$ cat src/rtl/valu_addsub_pipe.sv
`default_nettype none
// ============================================================================
// Module      : valu_addsub_pipe
// Description : Pipelined multi-lane add/subtract with carry/borrow, unsigned
//               saturation, per-lane exec mask and valid/ready flow control.
// Revision    : 1.0 - initial release
// ============================================================================
module valu_addsub_pipe #(
    parameter int WIDTH  = 8,
    parameter int LANES  = 4,
    parameter int STAGES = 2
) (
    input  logic                   clk,
    input  logic                   rst_n,
    input  logic                   in_valid,
    output logic                   in_ready,
    input  logic [1:0]             op,
    input  logic                   sat,
    input  logic [LANES-1:0]       exec,
    input  logic [LANES*WIDTH-1:0] a,
    input  logic [LANES*WIDTH-1:0] b,
    input  logic [LANES-1:0]       cin,
    output logic                   out_valid,
    input  logic                   out_ready,
    output logic [LANES*WIDTH-1:0] result,
    output logic [LANES-1:0]       flag
);

    localparam int c_rw    = WIDTH + 1;
    // Registers holding finished results; stage 0 is separate when STAGES > 1.
    localparam int c_depth = (STAGES > 1) ? (STAGES - 1) : 1;

    logic                   w_advance;
    logic                   w_load;
    logic [LANES*c_rw-1:0]  w_raw;

    logic                   w_f_vld;
    logic                   w_f_sub;
    logic                   w_f_sat;
    logic [LANES-1:0]       w_f_exec;
    logic [LANES*c_rw-1:0]  w_f_raw;
    logic [LANES*WIDTH-1:0] w_fres;
    logic [LANES-1:0]       w_fflg;

    logic                   r_vld [c_depth];
    logic [LANES*WIDTH-1:0] r_res [c_depth];
    logic [LANES-1:0]       r_flg [c_depth];

    assign w_advance = !out_valid || out_ready;
    assign in_ready  = w_advance;
    assign w_load    = in_valid && w_advance;

    generate
        // a-(b+cin) spans -2^WIDTH..2^WIDTH-1, so bit WIDTH is exactly the borrow.
        for (genvar i = 0; i < LANES; i++) begin : g_raw
            logic [c_rw-1:0] w_ae;
            logic [c_rw-1:0] w_be;
            logic [c_rw-1:0] w_ce;
            assign w_ae = {1'b0, a[i*WIDTH +: WIDTH]};
            assign w_be = {1'b0, b[i*WIDTH +: WIDTH]};
            assign w_ce = {{WIDTH{1'b0}}, cin[i] & op[0]};
            assign w_raw[i*c_rw +: c_rw] = op[1] ? (w_ae - (w_be + w_ce))
                                                 : (w_ae + w_be + w_ce);
        end

        if (STAGES > 1) begin : g_split
            logic                  r_s0_vld;
            logic                  r_s0_sub;
            logic                  r_s0_sat;
            logic [LANES-1:0]      r_s0_exec;
            logic [LANES*c_rw-1:0] r_s0_raw;

            always_ff @(posedge clk) begin
                if (!rst_n) begin
                    r_s0_vld  <= 1'b0;
                    r_s0_sub  <= 1'b0;
                    r_s0_sat  <= 1'b0;
                    r_s0_exec <= '0;
                    r_s0_raw  <= '0;
                end else if (w_advance) begin
                    r_s0_vld  <= w_load;
                    r_s0_sub  <= op[1];
                    r_s0_sat  <= sat;
                    r_s0_exec <= exec;
                    r_s0_raw  <= w_raw;
                end
            end

            assign w_f_vld  = r_s0_vld;
            assign w_f_sub  = r_s0_sub;
            assign w_f_sat  = r_s0_sat;
            assign w_f_exec = r_s0_exec;
            assign w_f_raw  = r_s0_raw;
        end else begin : g_single
            assign w_f_vld  = w_load;
            assign w_f_sub  = op[1];
            assign w_f_sat  = sat;
            assign w_f_exec = exec;
            assign w_f_raw  = w_raw;
        end

        // Saturation clamps to all-ones on carry and to zero on borrow.
        for (genvar i = 0; i < LANES; i++) begin : g_fin
            logic             w_c;
            logic [WIDTH-1:0] w_low;
            logic [WIDTH-1:0] w_sel;
            assign w_c   = w_f_raw[i*c_rw + WIDTH];
            assign w_low = w_f_raw[i*c_rw +: WIDTH];
            assign w_sel = (w_f_sat && w_c) ? {WIDTH{!w_f_sub}} : w_low;
            assign w_fres[i*WIDTH +: WIDTH] = w_f_exec[i] ? w_sel : '0;
            assign w_fflg[i] = w_f_exec[i] & w_c;
        end
    endgenerate

    always_ff @(posedge clk) begin
        if (!rst_n) begin
            for (int k = 0; k < c_depth; k++) begin
                r_vld[k] <= 1'b0;
                r_res[k] <= '0;
                r_flg[k] <= '0;
            end
        end else if (w_advance) begin
            r_vld[0] <= w_f_vld;
            r_res[0] <= w_fres;
            r_flg[0] <= w_fflg;
            for (int k = 1; k < c_depth; k++) begin
                r_vld[k] <= r_vld[k-1];
                r_res[k] <= r_res[k-1];
                r_flg[k] <= r_flg[k-1];
            end
        end
    end

    assign out_valid = r_vld[c_depth-1];
    assign result    = r_res[c_depth-1];
    assign flag      = r_flg[c_depth-1];

endmodule
`default_nettype wire

$ cat config.mk
export PLATFORM = sky130hd
export DESIGN_NAME = valu_addsub_pipe
export DESIGN_NICKNAME = d
export VERILOG_FILES = /design/src/rtl/valu_addsub_pipe.sv
export SDC_FILE = /design/constraint.sdc
export NUM_CORES = 1
export LEC_CHECK = 0
export ABC_CLOCK_PERIOD_IN_PS = 2200
export BUFFER_PORTS_ARGS = -buffer_cell sky130_fd_sc_hd__buf_2
export CORE_MARGIN = 2
export CORE_UTILIZATION = 52
export DETAILED_ROUTE_END_ITERATION = 7
export GPL_TIMING_DRIVEN = 0
export PLACE_DENSITY = 0.78
export SLEW_MARGIN = 20
export SYNTH_ARGS = -nofsm -noshare
export SYNTH_HDL_FRONTEND = slang
export SYNTH_SLANG_ARGS = --single-unit
$ cat constraint.sdc
create_clock -name clk -period 2.2 [get_ports clk]
set_input_delay 0.11 -clock clk [delete_from_list [all_inputs] [get_ports clk]]
set_output_delay 0.11 -clock clk [all_outputs]
set_load 0.05 [all_outputs]
==> impl_metrics.ini, run 1 <==
[power_and_ir_drop]
leakage_nw = 3.778
internal_power_mw = 3.249
finalPower_mw = 4.808
power_switching_mw = 1.559
sw_frac_of_total_pct = 32.43
cellPowerDensity_nw_per_um2 = 642.9
ir_worst_vdd_v = 0.0004122
power_frac_clock_pct = 30.0
combPwrFrac_pct = 32.8
seq_power_share_pct = 37.2

[logic_synthesis]
syn-instance-count = 738
synth_seq_cells = 80
synth_top_area_cell = edfxtp_1
syn_area_sq_um = 6396
synth_nets = 917
synthFlopType = dfxtp_1
synthTopCellsByArea = edfxtp_1, ha_1, dfxtp_1
synth-edff-count = 37
synth.avg_cell_area_sq_um = 8.667
async_reset_ff_share_pct = 0
ys_types = 54
synth_most_common_cell = inv_1
yosys-top-cells-count = inv_1, nand2_1, ha_1
synth_warnings = 0
seq_area_frac_synth_pct = 30.83
synth_top_area_share_pct = 17.37

[final_layout]
n_fill_cell = 1051
design_area_sq_um = 7480
synthToLayoutAreaGrowth_pct = 16.94
fin_nets = 1044
regArea_sq_um = 1972
drive_gt1_share_pct = 17.01
multi_input_area_sq_um = 3930
diodes = 0

[run_status]
status = complete, no violations

[detailed_routing]
totalWireLength_um = 14100
drc = 0
vias = 5404
routed_via_density = 5.314
drt_iter0_markers = 326
wire_per_inst_um = 13.86
drt_pass1_iterations = 5
detail-route-antenna-nets = 0

[clocking]
cts_buffers = 9
cts_tree = yes
clock_latency_ns = 0.33
cts.sinks = 80
root_buffer = clkbuf_16
postCtsSetupBuffers = 0
clkTransAtPathRegs_ns = 0.06
cts-resized-gates = 0
cts_buffer_depth = 2
postCtsHoldBufs = 0
htree_levels = 3

[timing]
maxSlewViolCount = 0
timing.fmax_mhz = 490.2
finalHoldViolCount = 0
relSlewSlack_pct = 51.61
finalCriticalPeriod_ns = 2.040
fin_setup_tns_ns = 0
rsz0062_at_grt = no
period_share_pct = 92.73
tightest_slew_ns = 0.7164
finClkSkew_ns = 0.007298
setup_viol = 0

[critical_path]
worstReg2RegEnd = r_res[0][8]$_SDFFCE_PN0P_
required_ns = 2.39
reg2reg_slack_ns = 0.33
start_kind = input pin
arrival_ns = 2.23
path_class = in -> reg
critPathCaptureType = register
r2r_start = r_vld[0]$_DFFE_PP_
crit_fanout = 4
rr_worst_depth = 6

[global_routing]
grt_antenna_before_repair = 0
globalRouteMet2Util_pct = 32.90
track_usage_pct = 21.33
grt_start_max_net_pins = 38
top_usage_layer = met2
overflow = 0
grt_pass1_vias = 4856
grt.met1_usage_pct = 31.32
met3_usage_pct = 3.321
grt_first_pass_wirelength_um = 22460

[floorplan]
die_h_um = 114.9
core-area_sq_um = 12010
die_area_sq_um = 13200
io_pins = 117
rows = 40
start_util_pct = 53.25
die_w_um = 114.9

[min_path]
hold_path_class = in -> reg
min_to = g_split.r_s0_exec[2]$_SDFFE_PN0N_
min_from = exec[2]
whs_path_depth = 3

[placement]
portBuffers = 115
gp_congestion = 0.9000
dp.final_hpwl_um = 11530
placed_cell_area_sq_um = 7181

[flow_run]
drv_cap = 0
power by group through the flow:
stage / sequential [mW] / clock (mW) / combinational [mW]
floorplan: 1.92 / 0 / 1.04
global placement: 1.82 / 0 / 1.52
detailed placement: 1.82 / 0 / 1.55
CTS: 1.79 / 1.46 / 1.57
global route: 1.80 / 1.54 / 1.76
finish: 1.79 / 1.44 / 1.58
state kept, by name, indices dropped and copies added (netlist names):
register	count
g_split.r_s0_raw	36
r_res	32
g_split.r_s0_exec	4
r_flg	4
g_split.r_s0_sat	1
g_split.r_s0_sub	1
g_split.r_s0_vld	1
r_vld	1
how the worst max path moves through the flow:
stage | from | slack (ns) | end | depth (start not counted)
final | op[0] | 0.16 | g_split.r_s0_raw[35]$_SDFFE_PN0N_ | 11
after floorplan | r_vld[0]$_DFFE_PP_ | 0.01 | r_flg[0][0]$_SDFFCE_PN0P_ | 5
after global placement | op[0] | -0.14 | g_split.r_s0_raw[26]$_SDFFE_PN0N_ | 11
after CTS | r_vld[0]$_DFFE_PP_ | 0.02 | r_res[0][2]$_SDFFCE_PN0P_ | 5
after global routing | op[0] | 0.06 | g_split.r_s0_raw[8]$_SDFFE_PN0N_ | 11
after detailed placement | op[0] | -0.13 | g_split.r_s0_raw[26]$_SDFFE_PN0N_ | 11
stage by stage:
stage	utilization [%]	worst slack, ns	cells	hold slack [ns]
floorplan	-	0.01336	738	0.2574
global placement	59.78	-0.1428	1000	0.3764
detailed placement	59.78	-0.1336	1000	0.3820
CTS	62.21	0.01657	1016	0.03507
global route	62.27	0.06231	1017	0.04278
finish	62.27	0.1599	1017	0.04135
worst max-delay path: stages:
cell	delay [ns]
buf_2	0.13
nand2_1	0.10
inv_1	0.06
fa_1	0.41
fa_1	0.41
nand2_1	0.09
a21oi_1	0.10
o2bb2ai_1	0.17
o21ai_0	0.34
xor2_1	0.21
a31oi_1	0.10
routing by layer:
metal / vias to the layer above / share of wire [%]
li1: 2779 / -
met4: 0 / 1.5
met2: 207 / 43
met3: 17 / 6.0
met5: - / 0
met1: 2401 / 49
cell type report:
type	count	share of cell area [%]
Multi-Input combinational cell	527	52.54
Sequential cell	80	26.36
Timing Repair Buffer	115	7.695
Inverter	108	5.470
Clock buffer	13	3.346
Tap cell	147	2.459
Buffer	23	1.472
Clock inverter	3	0.5520
Timing Repair inverter	1	0.1004
cell families after synthesis:
group / after synthesis / synth area share (%)
xor+xnor: 45 / 6.162
simple gates: 181 / 12.28
compound gates: 190 / 19.76
mux: 11 / 1.722
flops: 80 / 30.83
buf+inv: 131 / 7.805
fa+ha+maj: 100 / 21.44
cell usage in the layout (no fill, tap or decap), types with 3 or more instances in the layout:
cell,instances
mux2i_1,11
o21ai_0,42
buf_2,120
nand2b_1,3
nor3b_1,3
o21a_1,4
o221ai_1,4
a221oi_1,3
xor2_1,10
o211a_1,13
or2_2,3
and2_1,3
o211ai_1,5
nand2_1,101
inv_1,105
a21boi_1,3
xnor2_1,35
nor3_1,3
or3_1,4
edfxtp_1,37
o31ai_1,7
a21oi_1,60
nand3_1,4
fa_1,16
a21boi_0,7
a21o_1,7
clkbuf_16,9
and3_1,8
nor2_1,38
o21bai_1,4
ha_1,84
a31oi_1,6
clkbuf_1,17
a22oi_1,3
o41ai_1,5
dfxtp_1,43
nor2b_1,5
(Power assumes the default switching activity.)
==> run 2, diff against run 1 <==
--- a/config.mk
+++ b/config.mk
@@ -11,6 +11,7 @@
 export CORE_UTILIZATION = 52
 export DETAILED_ROUTE_END_ITERATION = 7
 export GPL_TIMING_DRIVEN = 0
+export MAX_ROUTING_LAYER = met4
 export PLACE_DENSITY = 0.78
 export SLEW_MARGIN = 20
 export SYNTH_ARGS = -nofsm -noshare
==> run 2 against run 1 <==
First-iteration DRC count up 0.31%. Combinational power about the same. Critical endpoint unchanged. Register-to-register slack about the same. Worst hold slack worse by 0.00072 ns.
==> impl_metrics.ini, run 2 (synthesized netlist as in run 1, its figures left out) <==
[final_layout]
fin_nets = 1044
multi_input_area_sq_um = 3930
diodes = 0
regMostFlops = g_split.r_s0_raw
n_fill_cell = 1051
largest_reg_flops = 36
largestRegisters = g_split.r_s0_raw: 36 flops, r_res: 32 flops
layout_common_cells = buf_2, inv_1, nand2_1
regArea_sq_um = 1972
synthToLayoutAreaGrowth_pct = 16.94
final_core_util_pct = 62.27
final_common_cell = buf_2
drive_gt1_share_pct = 17.01

[clocking]
clock_latency_ns = 0.33
postCtsHoldBufs = 0
cts_buffer_depth = 2
clkTransAtPathRegs_ns = 0.06
root_buffer = clkbuf_16
htree_levels = 3
cts_buffers = 9
cts_tree = yes
cts.sinks = 80

[critical_path]
arrival_ns = 2.21
start_kind = input pin
worstReg2RegEnd = r_res[0][8]$_SDFFCE_PN0P_
rr_worst_depth = 6
cp_slowest_cell = fa_1
cp-startpoint = op[0]
r2r_start = r_vld[0]$_DFFE_PP_
critPathMaxStageDelay_ns = 0.41
path_class = in -> reg
critPathCaptureType = register
required_ns = 2.40
path_cells = buf_2 -> nand2_1 -> inv_1 -> fa_1 -> fa_1 -> nand2_1 -> a21oi_1 -> o2bb2ai_1 -> o21ai_0 -> xor2_1 -> a31oi_1
reg2reg_slack_ns = 0.33
crit_path_end = g_split.r_s0_raw[35]$_SDFFE_PN0N_
crit_fanout = 4

[power_and_ir_drop]
seq_power_share_pct = 37.2
ir_worst_vdd_v = 0.0004135
leakage_nw = 3.778
power_switching_mw = 1.563
sw_frac_of_total_pct = 32.48
power_frac_clock_pct = 30.1
cellPowerDensity_nw_per_um2 = 643.3
combPwrFrac_pct = 32.8
internal_power_mw = 3.249
finalPower_mw = 4.811

[min_path]
whs_path_depth = 3
hold_path_class = in -> reg

[detailed_routing]
detail-route-antenna-nets = 0
wire_per_inst_um = 13.88
routed_via_density = 5.283
drt_iter0_markers = 327
drt_pass1_iterations = 5
vias = 5373
totalWireLength_um = 14120
drc = 0

[global_routing]
met3_usage_pct = 3.005
grt.met1_usage_pct = 31.32
top_usage_layer = met2
overflow = 0
grt_pass1_vias = 4859
track_usage_pct = 21.97
grt_first_pass_wirelength_um = 22450
globalRouteMet2Util_pct = 32.94
grt_start_max_net_pins = 38
grt_antenna_before_repair = 0

[placement]
place_ws_ns = -0.1336
dp.final_hpwl_um = 11530
gp_congestion = 0.9154
portBuffers = 115

[floorplan]
die_area_sq_um = 13200
die_w_um = 114.9
io_pins = 117
rows = 40
die_h_um = 114.9
core-area_sq_um = 12010
start_util_pct = 53.25

[timing]
maxSlewViolCount = 0
holdWs_ns = 0.04063
finClkSkew_ns = 0.007368
setup_slack_ns = 0.1828
setup_viol = 0
finalCriticalPeriod_ns = 2.017
relSlewSlack_pct = 51.37
timing.fmax_mhz = 495.7
tightest_slew_ns = 0.7201
period_share_pct = 91.69
rsz0062_at_grt = no
finalHoldViolCount = 0
fin_setup_tns_ns = 0

[flow_run]
drv_cap = 0

[run_status]
status = complete, no violations
[run 2: cell counts in the layout (fill, tap and decap cells not counted)]
Identical to the previous run, type by type.
[run 2: what timing repair did]
action | 4_1_cts | 5_1_grt
resized for setup | 0 | 3
setup buffers | 0 | 0
setup endpoints to repair | 0 | 39
[run 2: layout make-up]
type	instances	share of cell area (%)
multi-input cells	527	52.54
flip-flops and latches	80	26.36
repair buffers	115	7.695
inverters	108	5.470
clock buffers	13	3.346
well taps	147	2.459
plain buffers	23	1.472
clock inverters	3	0.5520
repair inverters	1	0.1004
[run 2: power groups by stage]
stage	clock [mW]	sequential [mW]	combinational (mW)
6_report	1.45	1.79	1.58
4_1_cts	1.46	1.79	1.57
3_3_place_gp	0	1.82	1.52
5_1_grt	1.54	1.80	1.76
2_1_floorplan	0	1.92	1.04
3_5_place_dp	0	1.82	1.55
[run 2: layer usage]
layer	routed length (um)	part of all wire (%)
met1	6982	49
met2	6043	43
met3	876	6.2
met4	212	1.5
met5	0	0
[run 2: worst max-delay path, delay by kind of cell]
family	cells	cell delay (ns)
adder cells (fa/ha/maj)	2	0.82
buffers and inverters	2	0.19
XOR/XNOR	1	0.20
AO/OA/AOI/OAI	4	0.69
AND/OR/NAND/NOR	2	0.19
[run 2: stage by stage]
step                std cells  cell area, sq um
finish                   1017              7480
global route             1017              7480
CTS                      1016              7472
floorplan                 738              6421
global placement         1000              7181
detailed placement       1000              7181
[run 2: worst min-delay path by stage]
stage	start	endpoint	slack (ns)
global route	exec[2]	g_split.r_s0_exec[2]$_SDFFE_PN0N_	0.04
floorplan	exec[0]	g_split.r_s0_exec[0]$_SDFFE_PN0N_	0.26
finish	exec[2]	g_split.r_s0_exec[2]$_SDFFE_PN0N_	0.04
CTS	exec[0]	g_split.r_s0_exec[0]$_SDFFE_PN0N_	0.04
global placement	exec[0]	g_split.r_s0_exec[0]$_SDFFE_PN0N_	0.38
detailed placement	exec[0]	g_split.r_s0_exec[0]$_SDFFE_PN0N_	0.38
==> run 3, diff against run 2 <==
--- a/config.mk
+++ b/config.mk
@@ -5,8 +5,10 @@
 export SDC_FILE = /design/constraint.sdc
 export NUM_CORES = 1
 export LEC_CHECK = 0
+export ABC_AREA = 1
 export ABC_CLOCK_PERIOD_IN_PS = 2200
 export BUFFER_PORTS_ARGS = -buffer_cell sky130_fd_sc_hd__buf_2
+export CAP_MARGIN = 10
 export CORE_MARGIN = 2
 export CORE_UTILIZATION = 52
 export DETAILED_ROUTE_END_ITERATION = 7
==> run 3 against run 2 <==
The flow now finishes with violations (negative hold slack). Global-route usage grew 2.1 points. Final cell count grew 25%. Core utilization shrank 1.2 points. Register-to-register slack gained 0.02 ns. Clock skew is essentially flat. Largest cell class unchanged. Highest routed layer unchanged.
==> impl_metrics.ini, run 3 <==
[detailed_routing]
drc = 0
drt_pass1_iterations = 6
totalWireLength_um = 16260
drt_iter0_markers = 491
detail-route-antenna-nets = 0
wire_per_inst_um = 12.75
vias = 6409
routed_via_density = 5.027

[final_layout]
design_area_sq_um = 7994
layout_common_cells = nand2_1, inv_1, buf_2
multi_input_area_sq_um = 4148
largest_reg_flops = 36
largestRegisters = g_split.r_s0_raw: 36 flops, r_res: 32 flops
fin_cells = 1275
fin_nets = 1273
final_common_cell = nand2_1
drive_gt1_share_pct = 16.56
regArea_sq_um = 1972
synthToLayoutAreaGrowth_pct = 16.02
n_fill_cell = 1238
diodes = 0
regMostFlops = g_split.r_s0_raw

[timing]
holdWs_ns = -0.003024
relSlewSlack_pct = 58.11
timing.fmax_mhz = 540.2
finalHoldViolCount = 1
finalCriticalPeriod_ns = 1.851
setup_viol = 0
rsz0062_at_grt = no
fin_setup_tns_ns = 0
finClkSkew_ns = 0.007564
maxSlewViolCount = 0
period_share_pct = 84.15
tightest_slew_ns = 0.6284

[logic_synthesis]
ys_types = 34
syn_area_sq_um = 6890
synth_top_area_cell = nand2_1
async_reset_ff_share_pct = 0
synth.avg_cell_area_sq_um = 7.125
synth_most_common_cell = nand2_1
synth_warnings = 0
synth_top_area_share_pct = 16.72
synth_nets = 1146
synthFlopType = dfxtp_1
syn-instance-count = 967
yosys-top-cells-count = nand2_1, inv_1, ha_1
synth-edff-count = 37
synth_seq_cells = 80
seq_area_frac_synth_pct = 28.62
synthTopCellsByArea = nand2_1, edfxtp_1, ha_1

[min_path]
min_from = in_valid
whs_path_depth = 3
hold_path_class = in -> reg

[global_routing]
grt_first_pass_wirelength_um = 26850
grt_antenna_before_repair = 0
grt_start_max_net_pins = 40
overflow = 0
track_usage_pct = 24.09
grt_pass1_vias = 5830

[clocking]
clock_latency_ns = 0.34
cts.sinks = 80
htree_levels = 3
cts_tree = yes
cts_buffers = 9
clkTransAtPathRegs_ns = 0.06
postCtsSetupBuffers = 0
postCtsHoldBufs = 0
root_buffer = clkbuf_16
cts-resized-gates = 0
cts_buffer_depth = 2

[floorplan]
die_h_um = 119.1
die_area_sq_um = 14190
rows = 42
start_util_pct = 52.66
io_pins = 117
die_w_um = 119.1
core-area_sq_um = 13090

[critical_path]
cp_slowest_cell = clkinvlp_4
crit_buf_inv = 3
path_common_cell = inv_1
crit_fanout = 20
r2r_start = r_vld[0]$_DFFE_PP_
reg2reg_slack_ns = 0.35
crit_cells = 5
critPathMaxStageDelay_ns = 0.47
path_cells = inv_1 -> nor2_2 -> inv_1 -> nor2_4 -> clkinvlp_4
critPathCaptureType = register
path_class = reg -> reg
cp_top_family = buffers and inverters
required_ns = 2.14
rr_worst_depth = 5
cp-startpoint = r_vld[0]$_DFFE_PP_
arrival_ns = 1.79
start_kind = register

[power_and_ir_drop]
combPwrFrac_pct = 33.0
ir_worst_vdd_v = 0.0003789
internal_power_mw = 3.097
seq_power_share_pct = 36.5
cellPowerDensity_nw_per_um2 = 600.4
sw_frac_of_total_pct = 35.47
power_switching_mw = 1.702
leakage_nw = 4.416
power_frac_clock_pct = 30.4
finalPower_mw = 4.799

[run_status]
status = finished with violations
violations = negative hold slack

[placement]
placed_cell_area_sq_um = 7690
portBuffers = 115
place_inst = 1258
gp_congestion = 0.8666
dp.final_hpwl_um = 12600

[flow_run]
drv_cap = 0
## run 3: final cells by class
class                   instances  area share, %
clock buffers                  10          2.990
repair buffers                115          7.200
clock inverters                 6         0.7200
inverters                     168          7.936
flip-flops and latches         80          24.67
repair inverters                1        0.09391
multi-input cells             701          51.89
plain buffers                  18          1.753
well taps                     176          2.755
## run 3: worst reg2reg max path, stage by stage, from the launching register on
cell        delay, ns
edfxtp_1         0.37
inv_1            0.06
nor2_2           0.19
inv_1            0.12
nor2_4           0.25
clkinvlp_4       0.48
## run 3: metal layers
metal | GRT usage (%) | share of wire [%] | up-vias
li1 | - | - | 3331
met1 | 31.57 | 45 | 2870
met2 | 40.05 | 48 | 180
met3 | 3.496 | 5.7 | 28
met4 | 4.762 | 1.7 | 0
met5 | - | 0 | -
## run 3: power groups by stage
| stage | logic (mW) | registers (mW) | clock network (mW) |
|---|---|---|---|
| CTS | 1.58 | 1.75 | 1.48 |
| finish | 1.59 | 1.75 | 1.46 |
| global placement | 1.54 | 1.78 | 0 |
| floorplan | 1.06 | 1.89 | 0 |
| detailed placement | 1.57 | 1.78 | 0 |
| global route | 1.82 | 1.77 | 1.54 |
## run 3: cells by family after synthesis
family / share of synthesized area, %
simple gates: 29.05
buf+inv: 11.19
compound gates: 10.73
fa+ha+maj: 19.90
flops: 28.62
xor+xnor: 0.5084
## run 3: per-stage QoR
stage               util [%]  worst slack (ns)
finish                 61.09            0.3488
global route           61.09            0.1400
CTS                    61.03           0.04112
detailed placement     58.77           0.06456
global placement       58.77           0.06234
floorplan                  -           -0.1308
## run 3: path summary, 6_finish.rpt
kind                                       to
max                r_res[0][15]$_SDFFCE_PN0P_
min             g_split.r_s0_vld$_SDFFE_PN0N_
max reg2reg        r_res[0][15]$_SDFFCE_PN0P_
min reg2reg  g_split.r_s0_raw[7]$_SDFFE_PN0N_
